[src/rtl/i2c_pkg.sv]
// Shared I2C definitions: FSM state encodings and R/W bit values.
package i2c_pkg;

    typedef enum logic [3:0] {
        StIdle    = 4'd0,
        StAddr    = 4'd1,
        StAddrAck = 4'd2,
        StRx      = 4'd3,
        StRxAck   = 4'd4,
        StTx      = 4'd5,
        StTxAck   = 4'd6,
        StIgnore  = 4'd7
    } i2c_state_e;

    localparam logic READ  = 1'b1;
    localparam logic WRITE = 1'b0;

endpackage

[src/rtl/i2c_bus_sync.sv]
// Synchronizes SCLK/SDA into the clk domain and derives edge and START/STOP strobes.
module i2c_bus_sync (
    input  logic clk,
    input  logic rst,
    input  logic sclk,
    input  logic sda_in,
    output logic sda_s,
    output logic scl_rise,
    output logic scl_fall,
    output logic start_det,
    output logic stop_det
);

    logic [1:0] scl_sync_q;
    logic [1:0] sda_sync_q;
    logic       scl_hist_q;
    logic       sda_hist_q;
    logic       scl_s;

    // Two-flop synchronizers followed by one history flop per line.
    always_ff @(posedge clk) begin
        if (rst) begin
            scl_sync_q <= 2'b11;
            sda_sync_q <= 2'b11;
            scl_hist_q <= 1'b1;
            sda_hist_q <= 1'b1;
        end else begin
            scl_sync_q <= {scl_sync_q[0], sclk};
            sda_sync_q <= {sda_sync_q[0], sda_in};
            scl_hist_q <= scl_sync_q[1];
            sda_hist_q <= sda_sync_q[1];
        end
    end

    assign scl_s = scl_sync_q[1];
    assign sda_s = sda_sync_q[1];

    assign scl_rise  = scl_s & ~scl_hist_q;
    assign scl_fall  = ~scl_s & scl_hist_q;
    // SCLK must be stable high across both samples so a coincident SCLK edge is not a condition.
    assign start_det = scl_s & scl_hist_q & sda_hist_q & ~sda_s;
    assign stop_det  = scl_s & scl_hist_q & ~sda_hist_q & sda_s;

endmodule

[src/rtl/i2c_slave.sv]
// I2C slave: 7-bit addressing, byte receive and transmit with ACK handling.
module i2c_slave
    import i2c_pkg::*;
#(
    parameter logic [6:0] SLAVE_ADDR = 7'h50
) (
    input  logic       clk,
    input  logic       rst,
    input  logic       sclk,
    input  logic       sda_in,
    output logic       sda_out,
    input  logic [7:0] tx_data,
    output logic       tx_load,
    output logic [7:0] rx_data,
    output logic       rx_valid,
    output logic       busy,
    output logic [3:0] state
);

    logic sda_s, scl_rise, scl_fall, start_det, stop_det;

    i2c_bus_sync u_sync (
        .clk      (clk),
        .rst      (rst),
        .sclk     (sclk),
        .sda_in   (sda_in),
        .sda_s    (sda_s),
        .scl_rise (scl_rise),
        .scl_fall (scl_fall),
        .start_det(start_det),
        .stop_det (stop_det)
    );

    i2c_state_e state_q, state_d;
    logic [2:0] cnt_q, cnt_d;
    logic [7:0] shift_q, shift_d;
    logic [7:0] rx_data_q, rx_data_d;
    logic       sda_q, sda_d;
    // In ACK states: ACK is being driven. In TX: first bit waits for the next falling edge.
    logic       phase_q, phase_d;
    logic       rw_q, rw_d;
    logic       rx_valid_q, rx_valid_d;
    logic       tx_load_q, tx_load_d;

    // State and datapath registers.
    always_ff @(posedge clk) begin
        if (rst) begin
            state_q    <= StIdle;
            cnt_q      <= 3'd0;
            shift_q    <= 8'h00;
            rx_data_q  <= 8'h00;
            sda_q      <= 1'b1;
            phase_q    <= 1'b0;
            rw_q       <= WRITE;
            rx_valid_q <= 1'b0;
            tx_load_q  <= 1'b0;
        end else begin
            state_q    <= state_d;
            cnt_q      <= cnt_d;
            shift_q    <= shift_d;
            rx_data_q  <= rx_data_d;
            sda_q      <= sda_d;
            phase_q    <= phase_d;
            rw_q       <= rw_d;
            rx_valid_q <= rx_valid_d;
            tx_load_q  <= tx_load_d;
        end
    end

    // Next-state logic; bus conditions override any bit event in the same cycle.
    always_comb begin
        state_d    = state_q;
        cnt_d      = cnt_q;
        shift_d    = shift_q;
        rx_data_d  = rx_data_q;
        sda_d      = sda_q;
        phase_d    = phase_q;
        rw_d       = rw_q;
        rx_valid_d = 1'b0;
        tx_load_d  = 1'b0;
        if (start_det) begin
            state_d = StAddr;
            cnt_d   = 3'd0;
            sda_d   = 1'b1;
            phase_d = 1'b0;
        end else if (stop_det) begin
            state_d = StIdle;
            cnt_d   = 3'd0;
            sda_d   = 1'b1;
            phase_d = 1'b0;
        end else begin
            unique case (state_q)
                StIdle, StIgnore: sda_d = 1'b1;
                StAddr: if (scl_rise) begin
                    shift_d = {shift_q[6:0], sda_s};
                    cnt_d   = cnt_q + 3'd1;
                    if (cnt_q == 3'd7) begin
                        rw_d    = sda_s;
                        state_d = (shift_q[6:0] == SLAVE_ADDR) ? StAddrAck : StIgnore;
                    end
                end
                StAddrAck: if (scl_fall) begin
                    if (!phase_q) begin
                        sda_d   = 1'b0;
                        phase_d = 1'b1;
                    end else begin
                        phase_d = 1'b0;
                        cnt_d   = 3'd0;
                        if (rw_q == READ) begin
                            state_d   = StTx;
                            shift_d   = tx_data;
                            tx_load_d = 1'b1;
                            sda_d     = tx_data[7];
                        end else begin
                            state_d = StRx;
                            sda_d   = 1'b1;
                        end
                    end
                end
                StRx: if (scl_rise) begin
                    shift_d = {shift_q[6:0], sda_s};
                    cnt_d   = cnt_q + 3'd1;
                    if (cnt_q == 3'd7) begin
                        rx_data_d  = {shift_q[6:0], sda_s};
                        rx_valid_d = 1'b1;
                        state_d    = StRxAck;
                    end
                end
                StRxAck: if (scl_fall) begin
                    if (!phase_q) begin
                        sda_d   = 1'b0;
                        phase_d = 1'b1;
                    end else begin
                        sda_d   = 1'b1;
                        phase_d = 1'b0;
                        state_d = StRx;
                    end
                end
                StTx: if (scl_fall) begin
                    if (phase_q) begin
                        sda_d   = shift_q[7];
                        phase_d = 1'b0;
                    end else if (cnt_q == 3'd7) begin
                        sda_d   = 1'b1;
                        cnt_d   = 3'd0;
                        state_d = StTxAck;
                    end else begin
                        shift_d = {shift_q[6:0], 1'b0};
                        sda_d   = shift_q[6];
                        cnt_d   = cnt_q + 3'd1;
                    end
                end
                StTxAck: if (scl_rise) begin
                    if (!sda_s) begin
                        shift_d   = tx_data;
                        tx_load_d = 1'b1;
                        phase_d   = 1'b1;
                        cnt_d     = 3'd0;
                        state_d   = StTx;
                    end else begin
                        state_d = StIgnore;
                    end
                end
                default: state_d = StIdle;
            endcase
        end
    end

    assign sda_out  = sda_q;
    assign rx_data  = rx_data_q;
    assign rx_valid = rx_valid_q;
    assign tx_load  = tx_load_q;
    assign state    = state_q;
    assign busy     = state_q inside {StAddrAck, StRx, StRxAck, StTx, StTxAck};

endmodule

[config.mk]
export PLATFORM = sky130hd
export DESIGN_NAME = i2c_slave
export DESIGN_NICKNAME = d
export VERILOG_FILES = /design/src/rtl/i2c_pkg.sv /design/src/rtl/i2c_bus_sync.sv /design/src/rtl/i2c_slave.sv
export SDC_FILE = /design/constraint.sdc
export NUM_CORES = 1
export LEC_CHECK = 0
export CAP_MARGIN = 20
export CORE_ASPECT_RATIO = 0.5
export CORE_MARGIN = 3
export CORE_UTILIZATION = 51
export CTS_CLUSTER_DIAMETER = 100
export CTS_CLUSTER_SIZE = 16
export DETAILED_ROUTE_END_ITERATION = 8
export PLACE_DENSITY = 0.76
export SYNTH_ARGS = -nofsm -noshare
export SYNTH_HDL_FRONTEND = slang
export SYNTH_SLANG_ARGS = --single-unit
export TNS_END_PERCENT = 30
[constraint.sdc]
create_clock -name clk -period 2.4 [get_ports clk]
set_input_delay 0.48 -clock clk [delete_from_list [all_inputs] [get_ports clk]]
set_output_delay 0.48 -clock clk [all_outputs]
set_load 0.02 [all_outputs]
==> results.sh, run 1 <==
export IMPL_antenna_found_initial=0
export IMPL_vdd_drop_max_mv=0.284
export IMPL_hold_viol_final=0
export IMPL_crit_path_end_kind="primary output"
export IMPL_die_x_um=91.0
export IMPL_gp_congestion=0.938
export IMPL_synth_edf_count=0
export IMPL_max_freq_ghz=0.438
export IMPL_synth_main_ff_cell="dfxtp_1"
export IMPL_hold_class="flop to flop"
export IMPL_crit_family="buffers and inverters"
export IMPL_yosysWarnings=0
export IMPL_p_leak_nw=0.758
export IMPL_worst_endpoint_required_ns=1.92
export IMPL_routed_wl_um=4750
export IMPL_area_growth_pct=21.2
export IMPL_synth_avg_cell_area_sq_um=8.65
export IMPL_outcome="completed"
export IMPL_power_density_nw_per_um2=542
export IMPL_yosys_register_bits=33
export IMPL_row_count=14
export IMPL_critPathMaxStageDelay_ns=0.62
export IMPL_cap_violations=0
export IMPL_cts_resized=0
export IMPL_dpl_hpwl_um=3310
export IMPL_critical_path_class="flop to primary output"
export IMPL_cts_buffers=5
export IMPL_slew_viol_final=0
export IMPL_clk_path_buf_depth=2
export IMPL_dr_first_iter_drc_count=226
export IMPL_fp_dieH_um=48.5
export IMPL_io_buffers=26
export IMPL_grt_overflow_total=0
export IMPL_crit_path_start_kind="flop"
export IMPL_ios=28
export IMPL_grtUsageTotal=0.229
export IMPL_synth_distinct_cells=52
export IMPL_synth_area_sq_um=1840
export IMPL_route_detailed_drc=0
export IMPL_crit_buf_inv=1
export IMPL_nets=253
export IMPL_cpMaxStageDelayCell="clkdlybuf4s50_1"
export IMPL_fillers=256
export IMPL_cts_tree="built"
export IMPL_clock_latency_ns=0.29
export IMPL_post_route_util=0.693
export IMPL_clk_pin_slew_ns=0.06
export IMPL_grt_pass1_vias=1700
export IMPL_route_vias_total=1693
export IMPL_rsz0062_at_grt="false"
export IMPL_n_antenna_cell=0
export IMPL_crit_fanout=13
export IMPL_setup_tns_ns=0
export IMPL_root_buffer="clkbuf_8"
export IMPL_via_per_inst=5.92
export IMPL_dieArea_sq_um=4410
export IMPL_grt_first_pass_wirelength_um=8180
export IMPL_worstPathArrival_ns=1.80
export IMPL_grt_start_max_net_pins=26
export IMPL_h_tree_depth=2
export IMPL_fin_worst_skew_ns=0.0109
export IMPL_crit_path_cell_trace="nor2_1, a21oi_1, clkdlybuf4s50_1"
export IMPL_relSlewSlack=0.566
export IMPL_ys_seq_area_frac=0.358
export IMPL_post_cts_buffers=0
export IMPL_async_reset_ff_frac=0
export IMPL_initial_utilization=0.572
export IMPL_hold_buffers=0
export IMPL_setup_viol=0
export IMPL_cts_sinks=33
export IMPL_finalCritPeriodShare=0.951
export IMPL_hold_slack_ns=0.415
export IMPL_synth_nets=228
export IMPL_core_area_sq_um=3220
export IMPL_postSynthCellCount=213
export IMPL_tightest_slew_ns=0.646
export IMPL_wire_per_inst_um=16.6
export IMPL_drt_pass1_iter_count=5
export IMPL_layout_drive_gt1_share=0.164
export IMPL_ant_nets=0
export IMPL_period_minus_slack_ns=2.28
-- flip-flops by register name, summed over array words and instances (netlist names), 2 cells and up --
signal             cells
shift_q                8
state                  3
rx_data                8
u_sync.sda_sync_q      2
u_sync.scl_sync_q      2
cnt_q                  3
-- routing by layer --
| metal | vias to the layer above | wire [um] | global-route usage |
|---|---|---|---|
| met5 | - | 0 | 0 |
| li1 | 817 | - | - |
| met1 | 786 | 2230 | 0.318 |
| met2 | 81 | 2090 | 0.346 |
| met3 | 9 | 376 | 0.0557 |
| met4 | 0 | 49 | 0.0825 |
-- per-stage QoR --
stage	area [sq um]	total power, mW	instances	worst slack, ns
after floorplan	1840	0.671	213	0.530
after global placement	2130	0.710	279	0.315
after detailed placement	2130	0.713	279	0.189
after CTS	2230	1.22	286	0.136
after global routing	2230	1.26	286	0.0198
final	2230	1.21	286	0.118
-- Yosys cell counts, types with 2 or more instances --
cell	n	area, sq um
mux2i_1	11	110
buf_1	2	7.51
buf_4	4	30.0
o22ai_1	2	12.5
o21ai_1	2	10.0
nand4_1	2	12.5
nor4b_2	2	30.0
buf_6	2	22.5
clkbuf_1	3	11.3
a311oi_2	7	105
nor2_1	17	63.8
nand3_1	2	10.0
nand2b_1	5	31.3
dfxtp_1	33	661
ha_1	3	37.5
buf_2	6	30.0
nor3_1	11	55.1
nor4_1	2	12.5
a31oi_1	9	56.3
and3_1	2	12.5
o31ai_1	2	15.0
o21ai_0	6	30.0
or2_1	2	12.5
a211oi_1	3	22.5
o21a_1	4	30.0
nor2b_1	2	12.5
nand2_1	24	90.1
a21oi_1	11	55.1
inv_1	4	15.0
or2_2	6	37.5
-- final timing paths --
path	to	slack, ns	from	cells after the start
worst max register to register	shift_q[4]$_SDFFE_PP0P_	0.15	state[1]$_SDFFE_PP0P_	6
worst max-delay path	busy	0.12	state[1]$_SDFFE_PP0P_	3
worst min-delay path	u_sync.scl_sync_q[1]$_SDFF_PP1_	0.42	u_sync.scl_sync_q[0]$_SDFF_PP1_	1
worst min register to register	u_sync.scl_sync_q[1]$_SDFF_PP1_	0.42	u_sync.scl_sync_q[0]$_SDFF_PP1_	1
-- cell families after synthesis --
logic type	after synthesis	synth area share
AOI/OAI and AO/OA	56	0.242
xor gates and xnor gates	1	0.00475
adders and majority gates	3	0.0204
buffers and inverters	22	0.0652
DFF	33	0.358
muxes	11	0.0597
other	1	0.00203
and+or+nand+nor	86	0.248
-- worst register-to-register path: stages (launching register included) --
cell,delay (ns)
dfxtp_1,0.45
buf_4,0.24
nor4b_2,0.17
a21oi_4,0.17
o21a_1,0.37
and3_1,0.53
a311oi_2,0.18
-- final cells by class --
| type | count | area (sq um) | area share |
|---|---|---|---|
| Clock buffer | 5 | 68.8 | 0.0308 |
| Clock inverter | 2 | 35.0 | 0.0157 |
| Inverter | 5 | 18.8 | 0.00840 |
| Multi-Input combinational cell | 158 | 1060 | 0.476 |
| Sequential cell | 33 | 661 | 0.296 |
| Tap cell | 48 | 60.1 | 0.0269 |
| Timing Repair Buffer | 35 | 328 | 0.147 |
-- power breakdown --
part,leakage (nW),total (mW),internal (mW),switching (mW)
clock network,0.0540,0.507,0.302,0.205
logic,0.436,0.125,0.0563,0.0692
registers,0.268,0.578,0.561,0.0176
total,0.758,1.21,0.919,0.292
-- layout by cell type (no fill, tap or decap), types with 4 or more instances in the layout --
master	netlist	final
nor3_1	11	11
or2_2	6	6
o21a_1	4	4
nand2b_1	5	5
clkbuf_8	0	5
nor2_1	17	17
dfxtp_1	33	33
mux2i_1	11	11
o21ai_0	6	6
a21oi_1	11	11
inv_1	4	4
nand2_1	24	24
clkdlybuf4s50_1	0	26
a31oi_1	9	9
a311oi_2	7	7
buf_4	4	9
Note: power is estimated with default switching activity, not from simulation.
==> inputs of run 2 (changes only) <==
--- a/config.mk
+++ b/config.mk
@@ -12,7 +12,7 @@
 export CTS_CLUSTER_DIAMETER = 100
 export CTS_CLUSTER_SIZE = 16
 export DETAILED_ROUTE_END_ITERATION = 8
-export PLACE_DENSITY = 0.76
+export PLACE_DENSITY_LB_ADDON = 0.3
 export SYNTH_ARGS = -nofsm -noshare
 export SYNTH_HDL_FRONTEND = slang
 export SYNTH_SLANG_ARGS = --single-unit
==> constraint.sdc (replaced) <==
create_clock -name clk -period 2.8 [get_ports clk]
set_input_delay 0.56 -clock clk [delete_from_list [all_inputs] [get_ports clk]]
set_output_delay 0.56 -clock clk [all_outputs]
set_load 0.02 [all_outputs]
==> run 2 against run 1 <==
Net effect: clock skew decreased by 0.0060 ns; die area unchanged; via count down 1.0%; sequential power is 14% lower; clock power down 7.5%; largest cell class unchanged; highest routed layer unchanged.
==> results.sh, run 2 (synthesis gave the netlist of run 1 again) <==
export IMPL_hold_class="flop to flop"
export IMPL_cts_sinks=33
export IMPL_period_minus_slack_ns=2.50
export IMPL_critPathMaxStageDelay_ns=0.62
export IMPL_core_area_sq_um=3220
export IMPL_area_growth_pct=21.5
export IMPL_finalCritPeriodShare=0.892
export IMPL_ff_latch_area_sq_um=661
export IMPL_p_leak_nw=0.757
export IMPL_tightest_slew_ns=0.750
export IMPL_crit_path_start_kind="flop"
export IMPL_grt_first_pass_wirelength_um=7710
export IMPL_route_vias_total=1676
export IMPL_wire_per_inst_um=15.8
export IMPL_rsz0062_at_grt="false"
export IMPL_mostFrequentLayoutCells="dfxtp_1 (33), clkdlybuf4s50_1 (26), nand2_1 (24), nor2_1 (17)"
export IMPL_crit_path_cell_trace="nand2_1, inv_1, a21oi_1, clkdlybuf4s50_1"
export IMPL_crit_family="buffers and inverters"
export IMPL_layout_drive_gt1_share=0.160
export IMPL_final_common_cell="dfxtp_1"
export IMPL_antenna_found_initial=0
export IMPL_max_freq_ghz=0.400
export IMPL_via_per_inst=5.86
export IMPL_routed_wl_um=4520
export IMPL_dr_first_iter_drc_count=155
export IMPL_hold_buffers=0
export IMPL_cap_violations=0
export IMPL_die_x_um=91.0
export IMPL_setup_viol=0
export IMPL_root_buffer="clkbuf_8"
export IMPL_timing_final_ws_setup_ns=0.301
export IMPL_clock_latency_ns=0.29
export IMPL_ant_nets=0
export IMPL_power_total_mw=1.07
export IMPL_dpl_worst_slack_ns=0.629
export IMPL_clk_path_buf_depth=2
export IMPL_grt_start_max_net_pins=24
export IMPL_cpMaxStageDelayCell="dfxtp_1"
export IMPL_grt_pass1_vias=1591
export IMPL_worstPathArrival_ns=1.94
export IMPL_crit_fanout=14
export IMPL_grtUsageTotal=0.216
export IMPL_grt_overflow_total=0
export IMPL_relSlewSlack=0.499
export IMPL_route_detailed_drc=0
export IMPL_initial_utilization=0.572
export IMPL_worst_endpoint_required_ns=2.24
export IMPL_post_cts_buffers=0
export IMPL_place_area_sq_um=2120
export IMPL_fin_worst_skew_ns=0.00494
export IMPL_outcome="completed"
export IMPL_drt_pass1_iter_count=4
export IMPL_h_tree_depth=2
export IMPL_vdd_drop_max_mv=0.264
export IMPL_cts_tree="built"
export IMPL_dieArea_sq_um=4410
export IMPL_crit_buf_inv=2
export IMPL_n_antenna_cell=0
export IMPL_clk_pin_slew_ns=0.07
export IMPL_row_count=14
export IMPL_slew_viol_final=0
export IMPL_nets=252
export IMPL_critical_path_class="flop to primary output"
export IMPL_cts_resized=0
export IMPL_hold_viol_final=0
export IMPL_fillers=250
export IMPL_multi_input_area_sq_um=1060
export IMPL_io_buffers=26
export IMPL_cts_buffers=5
export IMPL_gp_congestion=0.966
export IMPL_setup_tns_ns=0
export IMPL_crit_path_end_kind="primary output"
export IMPL_fp_dieH_um=48.5
export IMPL_power_density_nw_per_um2=479
export IMPL_ios=28
export IMPL_fin_area_sq_um=2240
export IMPL_dpl_hpwl_um=3080
export IMPL_hold_slack_ns=0.414
-- run 2: changes by cell type in the layout (fill, tap and decap cells not counted), sizes merged --
cell    change
clkinv      -1
clkbuf      +2
buf         -1
-- run 2: path summary, 6_finish.rpt --
path	to	cells after the start	slack [ns]	start
max	busy	4	0.30	state[1]$_SDFFE_PP0P_
max reg2reg	shift_q[4]$_SDFFE_PP0P_	6	0.56	state[0]$_SDFFE_PP0P_
min	u_sync.scl_sync_q[1]$_SDFF_PP1_	1	0.41	u_sync.scl_sync_q[0]$_SDFF_PP1_
min reg2reg	u_sync.scl_sync_q[1]$_SDFF_PP1_	1	0.41	u_sync.scl_sync_q[0]$_SDFF_PP1_
-- run 2: layer usage --
metal	wire length, um	GRT usage	share of wire
met5	0	0	0
met2	1970	0.324	0.44
met3	362	0.0511	0.080
met4	51	0.0850	0.011
met1	2140	0.301	0.47
-- run 2: worst reg2reg max path: cells and delay by family (launching register included) --
kind                   cells  cell delay [ns]
DFF                        1             0.81
buffers and inverters      2             0.46
AOI/OAI and AO/OA          1             0.17
and+or+nand+nor            3             0.66
-- run 2: per-stage QoR --
| stage | util | cells |
|---|---|---|
| 2_1_floorplan | - | 213 |
| 3_3_place_gp | 0.658 | 278 |
| 3_5_place_dp | 0.658 | 278 |
| 4_1_cts | 0.694 | 286 |
| 5_1_grt | 0.694 | 286 |
| 6_report | 0.694 | 286 |
-- run 2: final cells by class --
cell class / count / area share
sequential: 33 / 0.295
clock inverter: 1 / 0.0134
clock buffer: 7 / 0.0386
timing repair buffer: 34 / 0.143
inverter: 5 / 0.00838
multi-input combinational: 158 / 0.475
tap: 48 / 0.0268
-- run 2: power by group --
group / switching (mW) / internal, mW / leakage [nW] / total (mW)
sequential: 0.0169 / 0.481 / 0.268 / 0.497
clock: 0.179 / 0.290 / 0.0585 / 0.469
combinational: 0.0563 / 0.0492 / 0.431 / 0.106
total: 0.252 / 0.820 / 0.757 / 1.07
